File: src/rtl/synth_pkg.sv
// Shared definitions for the audio synth voice blocks.
package synth_pkg;

  typedef enum logic [1:0] {
    IDLE  = 2'd0,
    RUN   = 2'd1,
    DRAIN = 2'd2
  } nco_state_e;

  localparam int SYNTH_ACC_WIDTH   = 24;
  localparam int SYNTH_PHASE_WIDTH = 15;
  localparam int SYNTH_SAMPLE_DIV  = 2500;

endpackage

File: src/rtl/sample_tick_gen.sv
// Free-running sample-rate divider; tick is high for the last count of each period.
module sample_tick_gen
  import synth_pkg::*;
#(
  parameter int DIV = SYNTH_SAMPLE_DIV
) (
  input  logic clk,
  input  logic rst,
  output logic tick
);

  localparam int CW = (DIV > 1) ? $clog2(DIV) : 1;

  logic [CW-1:0] cnt_q;

  assign tick = (cnt_q == CW'(DIV - 1));

  always_ff @(posedge clk) begin
    if (rst)       cnt_q <= '0;
    else if (tick) cnt_q <= '0;
    else           cnt_q <= cnt_q + CW'(1);
  end

endmodule

File: src/rtl/nco_phase_gen.sv
// NCO front end: double-buffered FCW, per-sample phase accumulation and
// note gating that releases only at a phase wrap.
module nco_phase_gen
  import synth_pkg::*;
#(
  parameter int ACC_WIDTH   = SYNTH_ACC_WIDTH,
  parameter int PHASE_WIDTH = SYNTH_PHASE_WIDTH,
  parameter int SAMPLE_DIV  = SYNTH_SAMPLE_DIV
) (
  input  logic                   clk,
  input  logic                   rst,
  input  logic [ACC_WIDTH-1:0]   fcw_in,
  input  logic                   fcw_valid,
  output logic                   fcw_ready,
  input  logic                   note_on,
  input  logic                   phase_reset,
  output logic                   sample_tick,
  output logic [PHASE_WIDTH-1:0] phase,
  output logic                   phase_valid,
  output logic                   active
);

  logic tick;

  sample_tick_gen #(.DIV(SAMPLE_DIV)) u_tick (
    .clk  (clk),
    .rst  (rst),
    .tick (tick)
  );

  nco_state_e             state_q;
  logic [ACC_WIDTH-1:0]   acc_q, acc_d;
  logic [ACC_WIDTH-1:0]   fcw_q, shadow_q;
  logic                   pending_q;
  logic [PHASE_WIDTH-1:0] phase_q;
  logic                   phase_valid_q, sample_tick_q;
  logic [ACC_WIDTH:0]     sum_w;
  logic                   drain_stop;

  assign sum_w = {1'b0, acc_q} + {1'b0, fcw_q};
  // A draining note stops at the wrap, or immediately if it can never wrap.
  assign drain_stop = tick && !note_on && (sum_w[ACC_WIDTH] || (fcw_q == '0));

  always_comb begin
    acc_d = acc_q;
    unique case (state_q)
      IDLE:    acc_d = '0;
      RUN:     if (tick) acc_d = sum_w[ACC_WIDTH-1:0];
      DRAIN:   if (tick) acc_d = drain_stop ? '0 : sum_w[ACC_WIDTH-1:0];
      default: acc_d = '0;
    endcase
    if (phase_reset) acc_d = '0;
  end

  always_ff @(posedge clk) begin
    if (rst) begin
      state_q       <= IDLE;
      acc_q         <= '0;
      phase_q       <= '0;
      phase_valid_q <= 1'b0;
      sample_tick_q <= 1'b0;
    end else begin
      acc_q         <= acc_d;
      sample_tick_q <= tick;
      phase_valid_q <= tick && (state_q != IDLE);
      if (tick && (state_q != IDLE)) phase_q <= acc_d[ACC_WIDTH-1 -: PHASE_WIDTH];
      unique case (state_q)
        IDLE:    if (note_on) state_q <= RUN;
        RUN:     if (!note_on) state_q <= DRAIN;
        DRAIN: begin
          if (note_on)         state_q <= RUN;
          else if (drain_stop) state_q <= IDLE;
        end
        default: state_q <= IDLE;
      endcase
    end
  end

  // The shadow only moves to the live FCW on a sample boundary.
  always_ff @(posedge clk) begin
    if (rst) begin
      fcw_q     <= '0;
      shadow_q  <= '0;
      pending_q <= 1'b0;
    end else if (tick && pending_q) begin
      fcw_q     <= shadow_q;
      pending_q <= 1'b0;
    end else if (fcw_valid && !pending_q) begin
      shadow_q  <= fcw_in;
      pending_q <= 1'b1;
    end
  end

  assign fcw_ready   = !pending_q;
  assign sample_tick = sample_tick_q;
  assign phase       = phase_q;
  assign phase_valid = phase_valid_q;
  assign active      = (state_q != IDLE);

endmodule

File: config.mk
export PLATFORM = sky130hd
export DESIGN_NAME = nco_phase_gen
export DESIGN_NICKNAME = d
export VERILOG_FILES = /design/src/rtl/synth_pkg.sv /design/src/rtl/sample_tick_gen.sv /design/src/rtl/nco_phase_gen.sv
export SDC_FILE = /design/constraint.sdc
export NUM_CORES = 1
export LEC_CHECK = 0
export BUFFER_PORTS_ARGS = -buffer_cell sky130_fd_sc_hd__buf_2
export CAP_MARGIN = 20
export CELL_PAD_IN_SITES_DETAIL_PLACEMENT = 1
export CELL_PAD_IN_SITES_GLOBAL_PLACEMENT = 2
export CORE_UTILIZATION = 38
export DETAILED_ROUTE_END_ITERATION = 10
export MAX_ROUTING_LAYER = met4
export PLACE_DENSITY = 0.95
export RECOVER_POWER = 50
export SLEW_MARGIN = 20
export SYNTH_ARGS = -nofsm -noshare
export SYNTH_HDL_FRONTEND = slang
export SYNTH_SLANG_ARGS = --single-unit
export TNS_END_PERCENT = 30
File: constraint.sdc
create_clock -name clk -period 4.4 [get_ports clk]
set_input_delay 0.22 -clock clk [delete_from_list [all_inputs] [get_ports clk]]
set_output_delay 0.22 -clock clk [all_outputs]
set_load 0.05 [all_outputs]
==> results by group, run 1 <==
Hold path
  • Worst Hold Class: primary input to flop
  • Hold Path Stages: 3
  • Worst hold start: fcw_in[22]
  • Hold Path End: shadow_q[22]

Timing
  • Final Critical Period: approximately 3.1 ns
  • Final period util: 69.9%
  • Maximum clock frequency: 325 MHz
  • Count of pins over their slew limit: 0
  • Final setup viols: 0
  • Post-Route Skew: 0.00964 ns
  • Final hold violations: 0
  • Setup TNS: 0 ns
  • Worst-Margin Slew: 1.01 ns
  • Final Hold Slack: 0.0855 ns
  • Worst setup margin: 1.33 ns
  • RSZ-0062 raised after global routing: no
  • Worst slew margin: 32.6%

Power
  • VDD IR-drop max: around 150 µV
  • Internal power: around 1400 µW
  • Flop pwr share: about 53%
  • P_sw: approximately 450 µW
  • PD cells: 329 mW/mm²
  • Switching power share of the total: between 20 and 25%
  • Logic pwr share: 4.8%
  • Clk pwr share: 42.4%
  • Pleak: 0.00213 µW

Global route
  • Pin count of the biggest net entering global routing: 57
  • GRT Overall Usage: 21.1%
  • First-pass GRT wire length: 21.3 mm
  • Vias in the first global route: 4,447
  • Global route overflow: 0
  • Initial antenna violation count: 0

Floorplan
  • Die ar.: around 0.014 mm²
  • # IOs: 48
  • Starting density of the core: between 30% and 40%
  • Num rows: 41
  • Die height: 117 µm
  • Placeable Area: 0.0127 mm²
  • Die width: 117 µm

Job
  • Max_cap viols: 0

Worst setup path
  • Worst Path Arrival: 3.31 ns
  • Crit start category: flop
  • Critical-path cell with the highest stage delay: or2_1
  • Crit Path Max Fanout: 15
  • CP Class: flop to flop
  • CP cell instances: ha_1, inv_1, fa_1, nand2b_1, a21oi_1, o21ai_0, nand3b_1, a21oi_1, o221ai_1, or2_1, o21ai_0
  • Reg-to-reg slack, setup: 1.33 ns
  • Max stage delay on crit path: 0.52 ns
  • Worst setup EP type: flop
  • R2R cell count: 11
  • Worst path required time: approximately 4.6 ns
  • R2r startpoint: acc_q[0]
  • Critical R2R Capture: acc_q[21]

Yosys
  • Mapped Nets: 678
  • Seq cells post-synth: 104
  • Synth Area per Inst: 8.05 µm²
  • Synth Area in Simple Gates: 22.4%
  • Post-synth cell types: 54
  • Top cell type by total area after synthesis: dfxtp_1
  • Synth top cells by count: nand2_1, dfxtp_1, a21oi_1
  • Number of synthesized flops with an enable pin: 0
  • Register area share after synthesis: between 40% and 50%
  • Most common cell in the netlist: nand2_1
  • Adder-Cell Fraction of Synth Area: 7.68%
  • Xor and xnor fraction of the mapped netlist area: 5.45%
  • Mapped Area: 0.00499 mm²
  • Multiplexer share of the synthesized area: 0.803%
  • Compound-Gate Fraction of Synth Area: 18.4%
  • Ys async rst share: 0%
  • Yosys warns: 0
  • Post-synth top flop: dfxtp_1
  • Synth top area share: 41.8%
  • Largest family of logic cells by synthesized area: simple AND/OR/NAND/NOR gates
  • Synth area leaders: dfxtp_1, nand2_1, a21oi_1, ha_1, nor2_1
  • Post-Syn Instances: 619

Final layout
  • Ant. Diodes: 0
  • Util after Layout: a little over two fifths
  • Final #Nets: 712
  • Filler cells: between 1,500 and 2,000
  • Area grow syn2layout: 11.9%
  • Fraction of layout instances using a drive strength above 1: 8.97%

Drt
  • Via count: 4,353
  • Vias/cell: 5.24
  • Drt drc: 0
  • Routed WL per cell: 15.5 µm
  • DR iter-0 viols: 202
  • Post-route ant nets: 0
  • 1st-pass router iterations: 4
  • Routed WL: 12.9 mm

Place
  • Port Buf Inserts: 47
  • Gpl congestion: 0.874
  • Dpl ws: 1.54 ns
  • DP Wirelength: about 10 mm

Clock network
  • Root buffer cell: clkbuf_16
  • Number of buffers created by CTS: 9
  • Htree depth: 3
  • Post-CTS Hold Buffers: 0
  • CTS tree: yes
  • Clock transition at path regs: approximately 0.070 ns
  • CTS sink count: 104
  • Worst-Skew Late Latency: about 0.36 ns
  • Clock buffer depth: 2
  • Setup Buffers After CTS: 0
  • # resized after CTS: 0

Outcome
  • Status: completed
==> flip-flops by register name, summed over array words and instances (netlist names) <==
| signal | cells |
|---|---|
| acc_q | 24 |
| fcw_q | 24 |
| pending_q | 1 |
| phase | 15 |
| phase_valid | 1 |
| sample_tick | 1 |
| shadow_q | 24 |
| state_q | 2 |
| u_tick.cnt_q | 12 |
==> kinds of logic after synthesis <==
kind of cell | count (synthesis)
muxes | 4
buffers and inverters | 40
DFF | 104
and+or+nand+nor | 255
xor gates and xnor gates | 31
AOI/OAI and AO/OA | 155
adders and majority gates | 30
==> metal layers <==
layer	global-route usage, %	share of wire [%]	vias up
met5	-	0	-
met4	9.37	2.0	0
met3	3.27	2.8	19
met2	34.0	46	68
met1	25.9	49	2080
li1	-	-	2186
==> power groups by stage <==
stage / Combinational [µW] / Sequential (µW) / Clock [µW]
3_3_place_gp: 85.0 / 989 / 0
3_5_place_dp: 90.4 / 990 / 0
4_1_cts: 91.5 / 968 / 791
6_report: 88.6 / 968 / 779
2_1_floorplan: 60.0 / 987 / 0
5_1_grt: 99.2 / 970 / 830
==> final cells by class <==
type | count | area, µm² | share of cell area [%]
well taps | 172 | 215 | 3.86
inverters | 13 | 48.8 | 0.875
clock buffers | 10 | 239 | 4.28
flip-flops and latches | 104 | 2080 | 37.3
repair buffers | 50 | 230 | 4.13
clock inverters | 6 | 43.8 | 0.785
multi-input cells | 475 | 2720 | 48.7
==> placed cells by master, fill, tap and decap left out, types with 2 or more instances in the layout <==
| master | n |
|---|---|
| a211oi_1 | 6 |
| a21o_1 | 11 |
| a21oi_1 | 84 |
| a22oi_1 | 8 |
| a31oi_1 | 2 |
| a32o_1 | 3 |
| and3_1 | 3 |
| and4_1 | 2 |
| buf_2 | 28 |
| buf_4 | 2 |
| clkbuf_1 | 20 |
| clkbuf_16 | 9 |
| clkinv_2 | 2 |
| clkinv_4 | 2 |
| dfxtp_1 | 104 |
| ha_1 | 29 |
| inv_1 | 13 |
| mux2i_1 | 4 |
| nand2_1 | 146 |
| nand2b_1 | 4 |
| nand3_1 | 7 |
| nand4_1 | 5 |
| nor2_1 | 57 |
| nor2b_1 | 3 |
| nor3_1 | 4 |
| nor4_1 | 8 |
| o21ai_0 | 21 |
| o21ai_1 | 5 |
| o21bai_1 | 3 |
| o31ai_1 | 2 |
| or2_2 | 3 |
| or3_1 | 4 |
| xnor2_1 | 17 |
| xor2_1 | 14 |
==> through the flow <==
stage	cells	cell area [µm²]	power, µW
detailed placement	814	5330	1080
global placement	814	5330	1070
CTS	830	5620	1850
finish	830	5580	1840
floorplan	619	4990	1050
global route	830	5580	1900
==> how the worst max path moves through the flow <==
stage	startpoint	cells after the start	slack, ns	to
5_1_grt	acc_q[0]	11	1.02	acc_q[21]
2_1_floorplan	fcw_q[0]	13	2.06	acc_q[22]
4_1_cts	u_tick.cnt_q[0]	7	1.54	acc_q[21]
3_3_place_gp	fcw_q[0]	11	1.67	acc_q[21]
6_report	acc_q[0]	11	1.33	acc_q[21]
3_5_place_dp	u_tick.cnt_q[0]	7	1.54	acc_q[21]
==> worst max-delay path: cells and delay by family (launching register included) <==
family	cells	cell delay, ns
AOI/OAI and AO/OA	5	1.14
adders and majority gates	2	0.57
buffers and inverters	1	0.06
DFF	1	0.36
and+or+nand+nor	3	0.83
Power figures use the tool's default switching activity.
==> run 2: changes to the inputs <==
--- a/config.mk
+++ b/config.mk
@@ -9,10 +9,10 @@
 export CAP_MARGIN = 20
 export CELL_PAD_IN_SITES_DETAIL_PLACEMENT = 1
 export CELL_PAD_IN_SITES_GLOBAL_PLACEMENT = 2
-export CORE_UTILIZATION = 38
+export CORE_UTILIZATION = 35
 export DETAILED_ROUTE_END_ITERATION = 10
 export MAX_ROUTING_LAYER = met4
-export PLACE_DENSITY = 0.95
+export PLACE_DENSITY = 0.9
 export RECOVER_POWER = 50
 export SLEW_MARGIN = 20
 export SYNTH_ARGS = -nofsm -noshare
==> constraint.sdc (replaced) <==
create_clock -name clk -period 2.94 [get_ports clk]
set_input_delay 0.147 -clock clk [delete_from_list [all_inputs] [get_ports clk]]
set_output_delay 0.147 -clock clk [all_outputs]
set_load 0.05 [all_outputs]
==> run 2 against run 1 <==
Combinational power up 53%. Critical path type unchanged. Clock-buffer cell count down 1. Clock skew up 0.0015 ns. Hold slack worse by 0.064 ns. Setup slack worse by 1.1 ns. Sequential power up 50%. Die area up 8.4%. Design area up 1.9%.
==> results by group, run 2 (synthesized netlist as in run 1, its figures left out) <==
Place
  • Post-Place Cells: 827 (+1.6%)
  • DP Wirelength: 10.1 mm (+3.0%)
  • Gpl congestion: 0.860 (-1.7%)
  • Area after DPL: 0.00538 mm² (+0.89%)
  • Port Buf Inserts: 47 (unchanged)

Drt
  • 1st-pass router iterations: 4 (unchanged)
  • Via count: 4,343 (-0.23%)
  • Vias/cell: 5.16 (-1.7%)
  • DR iter-0 viols: 162 (-20%)
  • Routed WL: 13.2 mm (+2.1%)
  • Drt drc: 0 (unchanged)
  • Post-route ant nets: 0 (unchanged)
  • Routed WL per cell: 15.6 µm (+0.66%)

Floorplan
  • # IOs: 48 (unchanged)
  • Die height: 121 µm (+4.1%)
  • Die ar.: 0.0147 mm² (+8.4%)
  • Starting density of the core: 35.9% (-3.3 points)
  • Die width: 121 µm (+4.1%)
  • Num rows: 43 (+4.9%)
  • Placeable Area: 0.0139 mm² (+9.1%)

Worst setup path
  • CP Buf/Inv Count: 2 (+1)
  • Max stage delay on crit path: 0.39 ns (-0.13 ns)
  • CP cell instances: ha_1, inv_1, fa_1, nand2b_1, a21oi_1, o21ai_1, nand3b_1, a21oi_2, o221ai_4, or2_1, buf_4, a211oi_1
  • CP Class: flop to flop
  • Critical path's top delay family: compound AO/OA/AOI/OAI gates
  • Worst Path Arrival: 2.97 ns (-0.34 ns)
  • Worst path required time: 3.18 ns (-1.46 ns)
  • Crit Path Max Fanout: 10 (-5)
  • Worst setup EP type: flop
  • Crit start category: flop
  • Critical-path cell with the highest stage delay: fa_1

Power
  • PD cells: 507 mW/mm² (+54%)
  • Pleak: 0.00217 µW (+1.8%)
  • VDD IR-drop max: 288 µV (+94%)

Timing
  • Worst slew margin: 46.7% (+14 points)
  • Final setup viols: 0 (unchanged)
  • RSZ-0062 raised after global routing: yes
  • Final Critical Period: 2.73 ns (-0.344 ns)
  • Final hold violations: 0 (unchanged)
  • Post-Route Skew: 0.0111 ns (+0.00150 ns)
  • Maximum clock frequency: 366 MHz (+13%)
  • Worst-Margin Slew: 0.798 ns (-0.213 ns)
  • Final period util: 92.9% (+23 points)
  • Count of pins over their slew limit: 0 (unchanged)

Final layout
  • Ant. Diodes: 0 (unchanged)
  • Commonest non-fill, non-tap cell in the layout: nand2_1
  • Final #Nets: 717 (+0.70%)
  • Fraction of layout instances using a drive strength above 1: 10.3% (+1.3 points)
  • Finished Layout Cells: 842 (+1.4%)
  • Fin area: 0.00568 mm² (+1.9%)
  • Area grow syn2layout: 14.0%
  • Largest registers: acc_q: 24 flops, fcw_q: 24 flops, shadow_q: 24 flops
  • Most frequent cells in the layout: nand2_1, dfxtp_1, a21oi_1, nor2_1, ha_1

Clock network
  • Root buffer cell: clkbuf_16
  • Worst-Skew Late Latency: 0.36 ns (about the same)
  • Clock buffer depth: 2 (unchanged)
  • Htree depth: 3 (unchanged)
  • Post-CTS Hold Buffers: 0 (unchanged)
  • Number of buffers created by CTS: 9 (unchanged)
  • Clock transition at path regs: 0.07 ns (about the same)
  • Setup Buffers After CTS: 0 (unchanged)
  • CTS sink count: 104 (unchanged)
  • CTS tree: yes
  • # resized after CTS: 0 (unchanged)

Global route
  • Vias in the first global route: 4,438 (-0.20%)
  • Global route overflow: 0 (unchanged)
  • Initial antenna violation count: 0 (unchanged)
  • First-pass GRT wire length: 21.9 mm (+2.8%)
  • GRT Overall Usage: 19.8% (-1.2 points)
  • Pin count of the biggest net entering global routing: 56 (-1.8%)

Job
  • Max_cap viols: 0 (unchanged)

Hold path
  • Worst Hold Class: primary input to flop

Outcome
  • Status: completed
-- run 2: worst paths after layout --
check | from | end | slack [ns] | cells past startpoint
worst max-delay path | fcw_q[0] | acc_q[19] | 0.21 | 12
worst max register to register | fcw_q[0] | acc_q[19] | 0.21 | 12
worst min register to register | shadow_q[14] | fcw_q[14] | 0.46 | 2
worst min-delay path | fcw_in[19] | shadow_q[19] | 0.02 | 3
-- run 2: metal layers --
| layer | track usage (%) | wire [µm] | up-vias |
|---|---|---|---|
| met1 | 24.8 | 6380 | 2051 |
| li1 | - | - | 2196 |
| met4 | 8.26 | 282 | 0 |
| met2 | 31.6 | 6080 | 74 |
| met5 | - | 0 | - |
| met3 | 3.10 | 411 | 22 |
-- run 2: report_power, final --
group,internal [µW],switching [µW]
combinational,45.1,91.1
sequential,1430,16.4
clock,746,549
total,2220,656
-- run 2: per-stage QoR --
stage | utilization, % | setup TNS, ns | hold WS (ns) | total power [µW] | worst slack (ns)
detailed placement | 38.8 | 0 | 0.397 | 1620 | 0.166
finish | 40.9 | 0 | 0.0211 | 2880 | 0.209
global placement | 38.8 | 0 | 0.389 | 1610 | 0.252
global route | 40.9 | -0.164 | 0.0271 | 2990 | -0.0383
CTS | 41.0 | 0 | 0.0133 | 2910 | 0.137
floorplan | - | 0 | 0.283 | 1570 | 0.601
-- run 2: cell type report --
class                      count  area (µm²)
tap                          180         225
clock buffer                   9         225
inverter                      13        48.8
sequential                   104        2080
clock inverter                 6        92.6
multi-input combinational    475        2740
timing repair buffer          55         272
fill                        1720        8200
-- run 2: worst reg2reg max path, stage by stage (launching register included) --
cell	delay (ns)
dfxtp_1	0.36
ha_1	0.18
inv_1	0.05
fa_1	0.39
nand2b_1	0.18
a21oi_1	0.21
o21ai_1	0.18
nand3b_1	0.15
a21oi_2	0.10
o221ai_4	0.28
or2_1	0.26
buf_4	0.21
a211oi_1	0.06
